==> src/rtl/fm_sb_pkg.sv <==
// Shared definitions for fast-monitoring spy-buffer readout: widths, buffer map,
// scheduler state type and the latched readout request.
package fm_sb_pkg;

  localparam int unsigned SB_MAPPED_N = 29;
  localparam int unsigned SB_N        = SB_MAPPED_N;
  localparam int unsigned AXI_DW      = 32;
  localparam int unsigned MON_DW_MAX  = 256;
  localparam int unsigned WPE_MAX     = MON_DW_MAX / AXI_DW;
  localparam int unsigned ADDR_W      = 10;
  localparam int unsigned LEN_W       = 16;
  localparam int unsigned WPE_W       = 4;
  localparam int unsigned SB_W        = $clog2(SB_N);

  // Native data width of each mapped buffer; the last two are the dummy master/slave buffers.
  localparam int unsigned SB_TP_DW [SB_N] = '{
    256, 256, 192, 192, 128, 128, 96, 96, 64, 64,
    64,  48,  48,  40,  40,  32,  32, 200, 200, 160,
    160, 120, 120, 80,  80,  72,  72, 32,  32
  };

  function automatic int unsigned find_ceil(input int unsigned num, input int unsigned den);
    return (num + den - 1) / den;
  endfunction

  // AXI words needed to carry one entry of buffer idx.
  function automatic int unsigned sb_wpe(input int unsigned idx);
    return find_ceil(SB_TP_DW[idx], AXI_DW);
  endfunction

  typedef enum logic [1:0] {
    StIdle,
    StFetch,
    StWait,
    StShift
  } sched_state_e;

  typedef struct packed {
    logic [SB_W-1:0]   sb;
    logic [ADDR_W-1:0] addr;
    logic [LEN_W-1:0]  len;
    logic [WPE_W-1:0]  wpe;
  } fm_sb_rd_req_t;

endpackage

==> src/rtl/fm_sb_word_serializer.sv <==
// Holds one spy-memory entry and emits it least-significant word first as an
// AXI_DW valid/ready stream; the owning FSM decides when it is active.
module fm_sb_word_serializer
  import fm_sb_pkg::*;
(
  input  logic                  clk,
  input  logic                  rst,
  input  logic                  load,
  input  logic [MON_DW_MAX-1:0] load_data,
  input  logic [WPE_W-1:0]      wpe,
  input  logic                  active,
  input  logic                  last,
  input  logic                  out_ready,
  output logic [AXI_DW-1:0]     out_data,
  output logic                  out_valid,
  output logic                  out_last,
  output logic                  entry_done
);

  localparam int unsigned K_W = $clog2(WPE_MAX);

  logic [MON_DW_MAX-1:0] shreg_q;
  logic [K_W-1:0]        k_q;
  logic                  word_last;
  logic                  hs;

  assign hs        = active & out_ready;
  assign word_last = (WPE_W'(k_q) == (wpe - WPE_W'(1)));

  always_ff @(posedge clk) begin
    if (rst) begin
      shreg_q <= '0;
      k_q     <= '0;
    end else if (load) begin
      shreg_q <= load_data;
      k_q     <= '0;
    end else if (hs && !word_last) begin
      k_q <= k_q + K_W'(1);
    end
  end

  // Data is forced to zero outside the active phase so idle outputs stay quiet.
  always_comb begin
    out_data = '0;
    if (active) begin
      out_data = shreg_q[AXI_DW*k_q +: AXI_DW];
    end
  end

  assign out_valid  = active;
  assign out_last   = active & last & word_last;
  assign entry_done = hs & word_last;

endmodule

==> src/rtl/fm_sb_readout_sched.sv <==
// Readout scheduler: accepts one host request, fetches entries from the spy
// memory one at a time and streams them out through the word serializer.
module fm_sb_readout_sched
  import fm_sb_pkg::*;
(
  input  logic                  clk,
  input  logic                  rst,
  input  logic                  req_valid,
  output logic                  req_ready,
  input  logic [SB_W-1:0]       req_sb,
  input  logic [ADDR_W-1:0]     req_addr,
  input  logic [LEN_W-1:0]      req_len,
  input  logic [WPE_W-1:0]      req_wpe,
  input  logic                  abort,
  output logic                  mem_rd_en,
  output logic [SB_W-1:0]       mem_rd_sb,
  output logic [ADDR_W-1:0]     mem_rd_addr,
  input  logic [MON_DW_MAX-1:0] mem_rd_data,
  output logic [AXI_DW-1:0]     out_data,
  output logic                  out_valid,
  input  logic                  out_ready,
  output logic                  out_last,
  output logic                  busy,
  output logic                  err_bad_req
);

  localparam logic [SB_W-1:0]  SB_LIM  = SB_W'(SB_N);
  localparam logic [WPE_W-1:0] WPE_LIM = WPE_W'(WPE_MAX);

  sched_state_e  state_q, state_d;
  fm_sb_rd_req_t req_q, req_d;
  logic          err_q, err_d;
  logic          bad_req;
  logic          entry_done;
  logic          ser_load;
  logic          ser_active;
  logic          last_entry;

  assign bad_req = (req_len == '0) | (req_wpe == '0) | (req_wpe > WPE_LIM) | (req_sb >= SB_LIM);

  always_ff @(posedge clk) begin
    if (rst) begin
      state_q <= StIdle;
      req_q   <= '0;
      err_q   <= 1'b0;
    end else begin
      state_q <= state_d;
      req_q   <= req_d;
      err_q   <= err_d;
    end
  end

  // req_q.addr/len track the current entry and the entries still to send.
  always_comb begin
    state_d = state_q;
    req_d   = req_q;
    err_d   = 1'b0;
    unique case (state_q)
      StIdle: begin
        if (req_valid) begin
          if (bad_req) begin
            err_d = 1'b1;
          end else begin
            req_d.sb   = req_sb;
            req_d.addr = req_addr;
            req_d.len  = req_len;
            req_d.wpe  = req_wpe;
            state_d    = StFetch;
          end
        end
      end
      StFetch: state_d = StWait;
      StWait:  state_d = StShift;
      StShift: begin
        if (entry_done) begin
          if (last_entry) begin
            state_d = StIdle;
          end else begin
            req_d.addr = req_q.addr + ADDR_W'(1);
            req_d.len  = req_q.len - LEN_W'(1);
            state_d    = StFetch;
          end
        end
      end
      default: state_d = StIdle;
    endcase
    // Abort wins over any same-cycle handshake.
    if (abort && (state_q != StIdle)) begin
      state_d = StIdle;
    end
  end

  assign req_ready   = (state_q == StIdle);
  assign busy        = (state_q != StIdle);
  assign err_bad_req = err_q;
  assign mem_rd_en   = (state_q == StFetch);
  assign mem_rd_sb   = mem_rd_en ? req_q.sb : '0;
  assign mem_rd_addr = mem_rd_en ? req_q.addr : '0;
  assign ser_load    = (state_q == StWait);
  assign ser_active  = (state_q == StShift);
  assign last_entry  = (req_q.len == LEN_W'(1));

  fm_sb_word_serializer u_ser (
    .clk        (clk),
    .rst        (rst),
    .load       (ser_load),
    .load_data  (mem_rd_data),
    .wpe        (req_q.wpe),
    .active     (ser_active),
    .last       (last_entry),
    .out_ready  (out_ready),
    .out_data   (out_data),
    .out_valid  (out_valid),
    .out_last   (out_last),
    .entry_done (entry_done)
  );

endmodule
==> config.mk <==
export PLATFORM = sky130hd
export DESIGN_NAME = fm_sb_readout_sched
export DESIGN_NICKNAME = d
export VERILOG_FILES = /design/src/rtl/fm_sb_pkg.sv /design/src/rtl/fm_sb_word_serializer.sv /design/src/rtl/fm_sb_readout_sched.sv
export SDC_FILE = /design/constraint.sdc
export NUM_CORES = 1
export LEC_CHECK = 0
export BUFFER_PORTS_ARGS = -buffer_cell sky130_fd_sc_hd__buf_2
export CORE_MARGIN = 2
export CORE_UTILIZATION = 50
export CTS_CLUSTER_DIAMETER = 50
export DETAILED_ROUTE_END_ITERATION = 12
export MAX_ROUTING_LAYER = met4
export PLACE_DENSITY_LB_ADDON = 0.3
export SLEW_MARGIN = 20
export SYNTH_ARGS = -nofsm -noshare
export SYNTH_HDL_FRONTEND = slang
export SYNTH_SLANG_ARGS = --single-unit
==> constraint.sdc <==
create_clock -name clk -period 3.55 [get_ports clk]
set_clock_uncertainty 0.1 [all_clocks]
set_input_delay 0.1775 -clock clk [delete_from_list [all_inputs] [get_ports clk]]
set_output_delay 0.1775 -clock clk [all_outputs]
set_load 0.05 [all_outputs]
==> flow_metrics.env <==
export IMPL_status="finished clean"
export IMPL_synthArstFlopShare_pct=0
export IMPL_drc=0
export IMPL_syn2layout_area_growth_pct=45.0
export IMPL_max_freq_mhz=340
export IMPL_use_met2_pct=54.5
export IMPL_clkSlewWorstSetupHoldPaths_ps=60
export IMPL_design_power_total_mw=11.3
export IMPL_rows=59
export IMPL_place_congestion=0.905
export IMPL_track_usage_pct=32.0
export IMPL_synthTopCellsByArea="dfxtp_1 (44%), mux2i_1 (22%), mux4_2 (11%)"
export IMPL_grt_pass1_wl_mm=69.4
export IMPL_worstMarginPinSlew_ps=981
export IMPL_cp_end_kind="output pin"
export IMPL_avgRoutedWirePerCell_um=20.3
export IMPL_period_minus_slack_ps=2940
export IMPL_post_route_period_util_pct=82.8
export IMPL_arrival_ps=2660
export IMPL_dieHeight_um=168
export IMPL_layout_drive_gt1_share_pct=26.8
export IMPL_cts_sinks=297
export IMPL_first_iter_violations=1051
export IMPL_synth_ff_type="dfxtp_1"
export IMPL_gr_total_overflow=0
export IMPL_reg2reg_depth=7
export IMPL_met1_usage_pct=36.9
export IMPL_report_final_slew_viol_count=0
export IMPL_core_area_um2=26200
export IMPL_crit_family="multiplexers"
export IMPL_synth_nets=1581
export IMPL_io_pins=349
export IMPL_fillerInstances=1674
export IMPL_cap_violations=0
export IMPL_cp_slowest_stage_delay_ps=650
export IMPL_ys_warn_count=0
export IMPL_ys_ff_latch=297
export IMPL_grt_pass1_vias=13200
export IMPL_path_class="flip-flop to output pin"
export IMPL_antenna_left=0
export IMPL_synth_area_um2=13400
export IMPL_antenna_found_initial=8
export IMPL_dr_pass1_iters=5
export IMPL_cp_data_required_time_ps=3270
export IMPL_whs_path_depth=3
export IMPL_cts_path_max_buffers=3
export IMPL_fin_nets=2176
export IMPL_clock_tree_root_cell="clkbuf_16"
export IMPL_synthCells=1276
export IMPL_maxSlewHeadroom_pct=34.6
export IMPL_grt_busiest_layer="met2"
export IMPL_synth_edf_count=0
export IMPL_cts_max_level=2
export IMPL_cts_made_buffers=35
export IMPL_dp_hpwl_mm=25.9
export IMPL_fp_dieArea_um2=28200
export IMPL_critPathMaxFanout=25
export IMPL_routed_via_density=5.58
export IMPL_hold_slack_ps=20.8
export IMPL_vias=12500
export IMPL_worst_slack_ps=611
export IMPL_routed_wl_mm=45.4
export IMPL_cpMaxStageDelayCell="dfxtp_4"
export IMPL_final_hold_violation_count=0
export IMPL_die_x_um=168
export IMPL_yosysSeqAreaShare_pct=44.3
export IMPL_io_buffer_count=348
export IMPL_final_common_cell="buf_2"
export IMPL_dp_worst_setup_slack_ps=700
export IMPL_finalSetupViolCount=0
export IMPL_rsz0062_at_grt="no"
export IMPL_synth_largest_area_cell="dfxtp_1"
export IMPL_ir_drop_uv=406
export IMPL_grt_use_met3_pct=5.12
export IMPL_cp_buffers_inverters=2
export IMPL_worstPathCellList="buf_4 -> mux4_2 -> mux2i_1 -> nor2_1 -> buf_2"
export IMPL_synth_top_area_share_pct=44.3
export IMPL_postLayoutCoreUtil_pct=74.3
export IMPL_pwr_density_cell_nw_per_um2=582
export IMPL_start_util_pct=51.2
export IMPL_clk_latency_ps=490
export IMPL_grt_max_degree=141
export IMPL_hp_class="input pin to flip-flop"
export IMPL_worst_path_stages=5
export IMPL_syn_area_per_cell_um2=10.5
export IMPL_fin_setup_tns_ps=0
export IMPL_cts_tree="done"
export IMPL_power_leakage_nw=7.64
export IMPL_yosysUniqueCellTypes=55
export IMPL_final_cell_mix="buf_2 (347), nor2_1 (312), mux2i_1 (299), dfxtp_1 (294), dlygate4sd3_1 (286)"
export IMPL_startpoint_type="flip-flop"
synthesized netlist by cell type, types with 5 or more instances:
cell type,instances
inv_1,13
a211oi_1,15
nor3_1,7
o221a_2,9
nor4_1,7
nor2_1,312
and2_1,15
o22ai_1,15
nand3_1,8
xnor2_1,11
buf_2,13
o22a_1,8
buf_1,31
nand2_1,12
mux4_2,64
a21oi_1,17
xor2_1,12
mux2i_1,299
clkbuf_1,47
o21ai_0,5
or4_1,7
ha_1,9
dfxtp_1,297
metrics by stage:
step                instances  area, um2
floorplan                1276      13400
global placement         1883      15500
detailed placement       1883      15500
CTS                      2229      19400
global route             2237      19500
finish                   2238      19500
repair_timing:
item / 4_1_cts / 5_1_grt
hold buffers: 286 / 0
hold endpoints to repair: 287 / 0
setup buffers: 0 / 0
gates resized for setup: 0 / 0
worst min-delay path, stage by stage:
cell	delay (ps)
buf_2	100
o22a_1	140
o221a_2	170
report_power, final:
group / switching [mW] / total, mW / internal, mW
clock network: 1.39 / 3.52 / 2.13
logic: 1.89 / 3.56 / 1.67
registers: 0.377 / 4.24 / 3.86
total: 3.66 / 11.3 / 7.66
layer usage:
metal,vias up,wire length [um]
met3,157,2650
met5,-,0
met1,6036,18000
met4,0,2070
met2,558,22700
li1,5726,-
registers in the layout, summed over array words and instances (netlist names):
| name | count |
|---|---|
| u_ser.shreg_q | 256 |
| req_q | 35 |
| u_ser.k_q | 3 |
| state_q | 2 |
| err_bad_req | 1 |
worst paths after layout:
check | startpoint | to | slack [ps]
setup reg to reg | state_q[0] | req_q[15] | 640
hold / removal | req_len[2] | req_q[6] | 20
hold reg to reg | u_ser.shreg_q[95] | u_ser.shreg_q[95] | 390
setup / recovery | u_ser.k_q[1] | out_data[20] | 610
cells by family after synthesis:
| group | after synthesis | share of synthesized area, % |
|---|---|---|
| muxes | 363 | 33.0 |
| xor gates and xnor gates | 23 | 1.50 |
| DFF | 297 | 44.3 |
| buffers and inverters | 108 | 3.25 |
| and+or+nand+nor | 387 | 12.2 |
| AOI/OAI and AO/OA | 89 | 4.95 |
| adders and majority gates | 9 | 0.839 |
area by class of cell:
| class | count | area [um2] | share of cell area, % |
|---|---|---|---|
| Clock buffer | 50 | 1010 | 5.21 |
| Antenna cell | 9 | 22.5 | 0.116 |
| Tap cell | 335 | 419 | 2.15 |
| Clock inverter | 10 | 108 | 0.553 |
| Multi-Input combinational cell | 871 | 7060 | 36.3 |
| Timing Repair Buffer | 652 | 4840 | 24.8 |
| Sequential cell | 297 | 5950 | 30.6 |
| Inverter | 14 | 52.6 | 0.270 |
Power figures use the tool's default switching activity.
